[src/rtl/ece571_cpu_pkg.sv]
// rtl/ece571_cpu_pkg.sv - shared CPU types: opcodes, instruction word, forwarding select
//
// Purpose: types shared by the ALU, the execute pipe and its interface.
//   opcode_t   ALU operation code
//   instr_t    {op, rd, rs1, rs2}
//   fwd_sel_t  operand source chosen at issue
//   forward_sel() priority resolver for one source operand

package ece571_cpu_pkg;

   localparam int CPU_N    = 32;
   localparam int CPU_NREG = 8;
   localparam int CPU_RW   = $clog2(CPU_NREG);

   typedef logic [CPU_RW-1:0] ridx_t;

   // Encodings 5..7 are undefined and make the ALU return 0.
   typedef enum logic [2:0] {
      OP_ADD = 3'd0,
      OP_SUB = 3'd1,
      OP_AND = 3'd2,
      OP_OR  = 3'd3,
      OP_XOR = 3'd4
   } opcode_t;

   typedef struct packed {
      opcode_t op;
      ridx_t   rd;
      ridx_t   rs1;
      ridx_t   rs2;
   } instr_t;

   typedef enum logic [1:0] {
      FWD_ZERO = 2'd0,
      FWD_E    = 2'd1,
      FWD_W    = 2'd2,
      FWD_RF   = 2'd3
   } fwd_sel_t;

   // Youngest producer wins: the E stage holds a newer result than W,
   // and W is newer than the register file.
   function automatic fwd_sel_t forward_sel(input ridx_t idx,
                                            input logic  e_valid,
                                            input ridx_t e_rd,
                                            input logic  w_valid,
                                            input ridx_t w_rd);
      if (idx == '0)
         return FWD_ZERO;
      if (e_valid && (e_rd == idx))
         return FWD_E;
      if (w_valid && (w_rd == idx))
         return FWD_W;
      return FWD_RF;
   endfunction

endpackage

[src/rtl/ece571_exec_pipe_if.sv]
// rtl/ece571_exec_pipe_if.sv - issue, host-init, ALU and writeback signals of the execute pipe
//
// Purpose: bundles every non-clock signal of ece571_exec_pipe.
//   slave  modport: the pipe itself
//   master modport: the surrounding decode/host/ALU side
// Signals:
//   in_valid/in_ready/in_instr     instruction handshake
//   init_we/init_addr/init_data    host register-file preload
//   alu_opcode/alu_a/alu_b         registered E stage to the ALU
//   alu_result                     combinational ALU result
//   wb_valid/wb_rd/wb_data         registered W stage

interface ece571_exec_pipe_if
   import ece571_cpu_pkg::*;
#(
   parameter int N    = CPU_N,
   parameter int NREG = CPU_NREG
) ();

   localparam int RW = $clog2(NREG);

   logic          in_valid;
   logic          in_ready;
   instr_t        in_instr;
   logic          init_we;
   logic [RW-1:0] init_addr;
   logic [N-1:0]  init_data;
   opcode_t       alu_opcode;
   logic [N-1:0]  alu_a;
   logic [N-1:0]  alu_b;
   logic [N-1:0]  alu_result;
   logic          wb_valid;
   logic [RW-1:0] wb_rd;
   logic [N-1:0]  wb_data;

   modport slave (
      input  in_valid, in_instr, init_we, init_addr, init_data, alu_result,
      output in_ready, alu_opcode, alu_a, alu_b, wb_valid, wb_rd, wb_data
   );

   modport master (
      output in_valid, in_instr, init_we, init_addr, init_data, alu_result,
      input  in_ready, alu_opcode, alu_a, alu_b, wb_valid, wb_rd, wb_data
   );

endinterface

[src/rtl/ece571_regfile.sv]
// rtl/ece571_regfile.sv - NREG x N register file, two async reads, one prioritised write
//
// Ports:
//   clk, reset                  clock, synchronous active-high clear of all registers
//   raddr1/rdata1, raddr2/rdata2 asynchronous read ports (r0 reads 0)
//   w_en/w_addr/w_data          pipeline writeback
//   init_we/init_addr/init_data host preload; dropped when it targets the writeback register

module ece571_regfile #(
   parameter int N    = 32,
   parameter int NREG = 8,
   parameter int RW   = $clog2(NREG)
) (
   input  logic          clk,
   input  logic          reset,
   input  logic [RW-1:0] raddr1,
   output logic [N-1:0]  rdata1,
   input  logic [RW-1:0] raddr2,
   output logic [N-1:0]  rdata2,
   input  logic          w_en,
   input  logic [RW-1:0] w_addr,
   input  logic [N-1:0]  w_data,
   input  logic          init_we,
   input  logic [RW-1:0] init_addr,
   input  logic [N-1:0]  init_data
);

   logic [N-1:0] regs [NREG];
   logic         init_ok;

   // Writeback has priority over a host write to the same register.
   assign init_ok = init_we && (init_addr != '0) && !(w_en && (w_addr == init_addr));

   always_ff @(posedge clk) begin
      if (reset) begin
         for (int i = 0; i < NREG; i++)
            regs[i] <= '0;
      end else begin
         if (init_ok)
            regs[init_addr] <= init_data;
         if (w_en && (w_addr != '0))
            regs[w_addr] <= w_data;
      end
   end

   assign rdata1 = (raddr1 == '0) ? '0 : regs[raddr1];
   assign rdata2 = (raddr2 == '0) ? '0 : regs[raddr2];

endmodule

[src/rtl/ece571_exec_pipe.sv]
// rtl/ece571_exec_pipe.sv - operand issue, E/W pipeline registers and writeback around the ALU
//
// Ports:
//   clk    clock; all state updates on posedge
//   reset  synchronous, active-high; clears E/W and the register file
//   bus    ece571_exec_pipe_if.slave: instruction handshake, host preload,
//          E-stage ALU drive, ALU result, W-stage writeback

module ece571_exec_pipe
   import ece571_cpu_pkg::*;
#(
   parameter int N    = CPU_N,
   parameter int NREG = CPU_NREG
) (
   input logic                clk,
   input logic                reset,
   ece571_exec_pipe_if.slave  bus
);

   localparam int RW = $clog2(NREG);

   logic          xfer;
   instr_t        instr;
   logic [N-1:0]  rf_a;
   logic [N-1:0]  rf_b;
   logic [N-1:0]  opnd_a;
   logic [N-1:0]  opnd_b;

   logic          e_valid;
   logic [RW-1:0] e_rd;
   opcode_t       e_op;
   logic [N-1:0]  e_a;
   logic [N-1:0]  e_b;

   logic          w_valid;
   logic [RW-1:0] w_rd;
   logic [N-1:0]  w_data;

   // A host write owns the cycle; no other stall source exists.
   assign bus.in_ready = !reset && !bus.init_we;
   assign xfer         = bus.in_valid && bus.in_ready;
   assign instr        = bus.in_instr;

   ece571_regfile #(.N(N), .NREG(NREG), .RW(RW)) u_regfile (
      .clk       (clk),
      .reset     (reset),
      .raddr1    (instr.rs1),
      .rdata1    (rf_a),
      .raddr2    (instr.rs2),
      .rdata2    (rf_b),
      .w_en      (w_valid),
      .w_addr    (w_rd),
      .w_data    (w_data),
      .init_we   (bus.init_we),
      .init_addr (bus.init_addr),
      .init_data (bus.init_data)
   );

   function automatic logic [N-1:0] pick(input fwd_sel_t     sel,
                                         input logic [N-1:0] e_fwd,
                                         input logic [N-1:0] w_fwd,
                                         input logic [N-1:0] rf);
      case (sel)
         FWD_E:   return e_fwd;
         FWD_W:   return w_fwd;
         FWD_RF:  return rf;
         default: return '0;
      endcase
   endfunction

   // The E-stage forward is the live ALU output, so a dependent instruction
   // issued right behind its producer never stalls.
   always_comb begin
      opnd_a = pick(forward_sel(instr.rs1, e_valid, e_rd, w_valid, w_rd),
                    bus.alu_result, w_data, rf_a);
      opnd_b = pick(forward_sel(instr.rs2, e_valid, e_rd, w_valid, w_rd),
                    bus.alu_result, w_data, rf_b);
   end

   // E payload only moves on a transfer so the ALU inputs hold through bubbles;
   // W payload likewise holds when E was empty.
   always_ff @(posedge clk) begin
      if (reset) begin
         e_valid <= 1'b0;
         e_rd    <= '0;
         e_op    <= OP_ADD;
         e_a     <= '0;
         e_b     <= '0;
         w_valid <= 1'b0;
         w_rd    <= '0;
         w_data  <= '0;
      end else begin
         e_valid <= xfer;
         if (xfer) begin
            e_rd <= instr.rd;
            e_op <= instr.op;
            e_a  <= opnd_a;
            e_b  <= opnd_b;
         end
         w_valid <= e_valid;
         if (e_valid) begin
            w_rd   <= e_rd;
            w_data <= bus.alu_result;
         end
      end
   end

   assign bus.alu_opcode = e_op;
   assign bus.alu_a      = e_a;
   assign bus.alu_b      = e_b;
   assign bus.wb_valid   = w_valid;
   assign bus.wb_rd      = w_rd;
   assign bus.wb_data    = w_data;

endmodule

[src/flat_wrapper.sv]
// flat-port wrapper written by rule: the top's interface ports become plain ports
module ece571_exec_pipe_flat import ece571_cpu_pkg::*;
#(
   parameter int N    = CPU_N,
   parameter int NREG = CPU_NREG
)
  (clk, reset, bus_in_valid, bus_in_instr, bus_init_we, bus_init_addr, bus_init_data, bus_alu_result, bus_in_ready, bus_alu_opcode, bus_alu_a, bus_alu_b, bus_wb_valid, bus_wb_rd, bus_wb_data);
  ece571_exec_pipe_if #(.N(N), .NREG(NREG)) bus_i ();
  input logic clk;
  input logic reset;
  input wire logic [$bits(bus_i.in_valid)-1:0] bus_in_valid;
  input wire logic [$bits(bus_i.in_instr)-1:0] bus_in_instr;
  input wire logic [$bits(bus_i.init_we)-1:0] bus_init_we;
  input wire logic [$bits(bus_i.init_addr)-1:0] bus_init_addr;
  input wire logic [$bits(bus_i.init_data)-1:0] bus_init_data;
  input wire logic [$bits(bus_i.alu_result)-1:0] bus_alu_result;
  output wire logic [$bits(bus_i.in_ready)-1:0] bus_in_ready;
  output wire logic [$bits(bus_i.alu_opcode)-1:0] bus_alu_opcode;
  output wire logic [$bits(bus_i.alu_a)-1:0] bus_alu_a;
  output wire logic [$bits(bus_i.alu_b)-1:0] bus_alu_b;
  output wire logic [$bits(bus_i.wb_valid)-1:0] bus_wb_valid;
  output wire logic [$bits(bus_i.wb_rd)-1:0] bus_wb_rd;
  output wire logic [$bits(bus_i.wb_data)-1:0] bus_wb_data;
  assign bus_i.in_valid = bus_in_valid;
  assign bus_i.in_instr = bus_in_instr;
  assign bus_i.init_we = bus_init_we;
  assign bus_i.init_addr = bus_init_addr;
  assign bus_i.init_data = bus_init_data;
  assign bus_i.alu_result = bus_alu_result;
  assign bus_in_ready = bus_i.in_ready;
  assign bus_alu_opcode = bus_i.alu_opcode;
  assign bus_alu_a = bus_i.alu_a;
  assign bus_alu_b = bus_i.alu_b;
  assign bus_wb_valid = bus_i.wb_valid;
  assign bus_wb_rd = bus_i.wb_rd;
  assign bus_wb_data = bus_i.wb_data;
  ece571_exec_pipe #(.N(N), .NREG(NREG)) u_core (.clk(clk), .reset(reset), .bus(bus_i));
endmodule
[config.mk]
export PLATFORM = sky130hd
export DESIGN_NAME = ece571_exec_pipe_flat
export DESIGN_NICKNAME = d
export VERILOG_FILES = /design/src/rtl/ece571_cpu_pkg.sv /design/src/rtl/ece571_exec_pipe_if.sv /design/src/rtl/ece571_regfile.sv /design/src/rtl/ece571_exec_pipe.sv /design/src/flat_wrapper.sv
export SDC_FILE = /design/constraint.sdc
export NUM_CORES = 1
export LEC_CHECK = 0
export BUFFER_PORTS_ARGS = -buffer_cell sky130_fd_sc_hd__buf_2
export CORE_ASPECT_RATIO = 0.6
export CORE_MARGIN = 3
export CORE_UTILIZATION = 57
export CTS_CLUSTER_DIAMETER = 40
export DETAILED_ROUTE_END_ITERATION = 8
export MAX_ROUTING_LAYER = met4
export PLACE_DENSITY = 0.86
export SLEW_MARGIN = 20
export SYNTH_ARGS = -nofsm -noshare
export SYNTH_HDL_FRONTEND = slang
export SYNTH_SLANG_ARGS = --single-unit
export TNS_END_PERCENT = 30
[constraint.sdc]
create_clock -name clk -period 4.6 [get_ports clk]
set_input_delay 0.46 -clock clk [delete_from_list [all_inputs] [get_ports clk]]
set_output_delay 0.46 -clock clk [all_outputs]
set_load 0.01 [all_outputs]
==> flow_metrics.py <==
metrics = {
    "clock_tree": {
        "clk_path_buf_depth": 3,
        "postCtsHoldBufs": 0,
        "htreeDepth": 2,
        "numCtsBuffers": 39,
        "cts_root_buf": "clkbuf_16",
        "clock_sinks": 363,
        "post_cts_resized": 0,
        "clk_latency_ps": 560,
        "clkTransAtPathRegs_ps": 60,
        "cts_tree": "built",
        "postCtsSetupRepairBufs": 0,
    },
    "drt": {
        "wl_um": 62700,
        "wire_per_inst_um": 31.8,
        "dr_total_vias": 15100,
        "firstDrtPassIters": 6,
        "drt_iter0_markers": 2663,
        "drc": 0,
        "vias_per_cell": 7.67,
        "postRouteAntennaNets": 0,
    },
    "hold_path": {
        "holdPathStages": 3,
        "hold_start": "bus_in_instr[10]",
        "worstHoldEndpoint": "u_core.bus.alu_opcode[1]",
        "min_path_type": "in -> reg",
    },
    "die": {
        "rows": 51,
        "die_y_um": 148,
        "ioPinCount": 187,
        "die-area_um2": 35700,
        "die_w_um": 242,
        "core-area_um2": 32700,
        "start_util": 0.583,
    },
    "synthesis": {
        "synth_edf_count": 256,
        "seq_area_frac_synth": 0.516,
        "syn_avg_cell_area_um2": 14.1,
        "synthSimpleGateAreaFrac": 0.0509,
        "synth_ff_type": "edfxtp_1",
        "synth_seq_cells": 363,
        "synth_xor_area_frac": 0.00643,
        "ys.warnings.count": 0,
        "synthArstFlopShare": 0,
        "synthMuxAreaShare": 0.205,
        "synthAdderAreaFrac": 0,
        "syn_area_um2": 19100,
        "netlist-cell-type-count": 48,
        "synthCells": 1352,
        "synth_compound_area_frac": 0.172,
        "synth_top_family_by_area": "multiplexers",
    },
    "sta": {
        "setup_viol": 0,
        "worst_pin_slew_ps": 1180,
        "slew_viol_final": 0,
        "fmax_ghz": 0.312,
        "rsz0062_at_grt": "no",
        "slew_headroom": 0.214,
        "hold_viol": 0,
        "tns_ps": 0,
        "fin_ws_ps": 1390,
        "fin_crit_sh": 0.697,
        "skew_ps": 18.6,
        "final.min_clock_period_ps": 3210,
    },
    "setup_path": {
        "cp_data_required_time_ps": 5030,
        "cp.arrival_ps": 3640,
        "r2r_start": "u_core.bus.wb_rd[2]",
        "r2r_end": "u_core.u_regfile.regs[2][17]",
        "crit_chain": "buf_4, or3b_4, nor2_4, nand3b_1, o221ai_1",
        "cp_max_fo": 38,
        "r2r_slack_ps": 1610,
        "cp_slowest_cell": "nand3b_1",
        "cp-start-kind": "input port",
        "r2r_cells": 6,
        "cp_num_buf_inv": 1,
        "crit_type": "in -> reg",
        "critPathTopFamily": "simple AND/OR/NAND/NOR gates",
        "slowest_delay_ps": 990,
        "endpoint_kind": "register",
    },
    "global_route": {
        "gr-usage-all-layers": 0.352,
        "first_global_vias": 15000,
        "grt_overflow": 0,
        "grt_start_max_net_pins": 66,
        "antenna_found_initial": 4,
        "grt_pass1_wl_um": 92900,
    },
    "finish": {
        "drive_gt1_frac": 0.325,
        "multiInputGateArea_um2": 8470,
        "fillCellCount": 2196,
        "final_common_cell": "edfxtp_1",
        "syn_to_final_growth_pct": 13.4,
        "layout_common_cells": "edfxtp_1 (256), a22o_1 (224), buf_2 (183)",
        "fin_cells": 1974,
        "seqCellArea_um2": 9830,
        "fin_nets": 1571,
    },
    "run": {
        "maxCapViolCount": 0,
    },
    "place": {
        "dp_hpwl_um": 38400,
        "dp_slack_ps": 1060,
        "dp_cells": 1896,
        "portBuffers": 186,
        "place_congestion": 0.911,
    },
    "power_and_ir_drop": {
        "p_per_area_nw_per_um2": 362,
        "cellLeakagePower_nw": 7.82,
        "ir_drop_uv": 239,
        "power_mw": 7.82,
    },
    "outcome": {
        "outcome": "finished, final reports clean",
    },
}
flip-flops by register name (all words and copies together), names as in the netlist:
register	count
u_core.bus.alu_a	32
u_core.bus.alu_b	32
u_core.bus.alu_opcode	3
u_core.bus.wb_data	32
u_core.bus.wb_rd	3
u_core.bus.wb_valid	1
u_core.e_rd	3
u_core.e_valid	1
u_core.u_regfile.regs	256
per-stage QoR:
stage	cell area [um^2]	util	hold slack [ps]
after floorplan	19200	-	494
after global placement	20300	0.621	456
after detailed placement	20300	0.621	458
after CTS	21600	0.661	89.1
after global routing	21600	0.661	105
final	21600	0.661	95.8
per-layer routing:
metal  GRT usage  vias up  part of all wire
li1            -     5878                 -
met2       0.496     1613              0.44
met5           -        -                 0
met3       0.114      270              0.17
met4       0.178        0             0.047
met1       0.462     7373              0.35
area by class of cell:
cell class / instances / share of cell area
diodes: 5 / 0.000579
well taps: 450 / 0.0261
clock buffers: 47 / 0.0490
multi-input cells: 827 / 0.392
clock inverters: 25 / 0.0109
repair buffers: 235 / 0.0625
flip-flops and latches: 363 / 0.455
inverters: 22 / 0.00388
worst reg2reg max path, cell delays in order, from the launching register on:
cell and delay [ps]:
dfxtp_1 590, xnor2_1 180, and4b_4 270, nor4_4 280
buf_4 430, or3_1 670, buf_12 280
synthesized netlist by cell type (2+ instances only):
master / number / share of area
edfxtp_1: 256 / 0.40
a22o_1: 224 / 0.10
mux4_2: 128 / 0.15
dfxtp_1: 107 / 0.11
clkbuf_1: 98 / 0.019
mux2i_1: 69 / 0.036
a32oi_1: 64 / 0.029
nand3_1: 58 / 0.015
buf_2: 47 / 0.012
nor2_1: 41 / 0.0081
mux2_2: 30 / 0.018
a31oi_1: 29 / 0.0095
o21ai_0: 29 / 0.0076
o221ai_1: 23 / 0.011
inv_1: 21 / 0.0041
buf_6: 18 / 0.011
nand2_1: 15 / 0.0030
xnor2_1: 14 / 0.0064
or3_1: 11 / 0.0036
o221ai_2: 10 / 0.0079
nand3b_1: 9 / 0.0035
and4_1: 4 / 0.0018
buf_1: 4 / 0.00079
buf_4: 4 / 0.0016
nand2b_1: 4 / 0.0013
a41oi_2: 3 / 0.0026
nor2_2: 3 / 0.00098
nor3b_2: 3 / 0.0020
nor4_4: 3 / 0.0033
a21oi_1: 2 / 0.00053
nand4_1: 2 / 0.00066
nor2b_1: 2 / 0.00066
nor3_2: 2 / 0.0011
power by group:
group | total [mW] | leakage, nW | internal, mW | switching (mW)
logic | 0.828 | 3.72 | 0.360 | 0.467
registers | 3.79 | 3.48 | 3.65 | 0.132
clock network | 3.20 | 0.624 | 1.79 | 1.41
total | 7.82 | 7.82 | 5.81 | 2.01
kinds of logic (layout without fill, tap and decap cells):
logic type	count (synthesis)	in the layout
muxes	227	227
other	1	37
xor gates and xnor gates	14	14
buffers and inverters	193	329
DFF	363	363
AOI/OAI and AO/OA	387	387
and+or+nand+nor	167	167
how the worst max path moves through the flow:
| stage | slack, ps | to | cells after the start | start |
|---|---|---|---|---|
| 2_1_floorplan | 1950 | u_core.u_regfile.regs[2][0] | 5 | reset |
| 3_3_place_gp | 1190 | u_core.bus.alu_a[25] | 5 | reset |
| 3_5_place_dp | 1060 | u_core.bus.alu_a[29] | 5 | reset |
| 4_1_cts | 1630 | u_core.u_regfile.regs[2][14] | 6 | u_core.bus.wb_rd[2] |
| 5_1_grt | 1390 | u_core.bus.alu_a[12] | 5 | reset |
| 6_report | 1390 | u_core.bus.alu_a[29] | 5 | reset |
(Power assumes the default switching activity.)
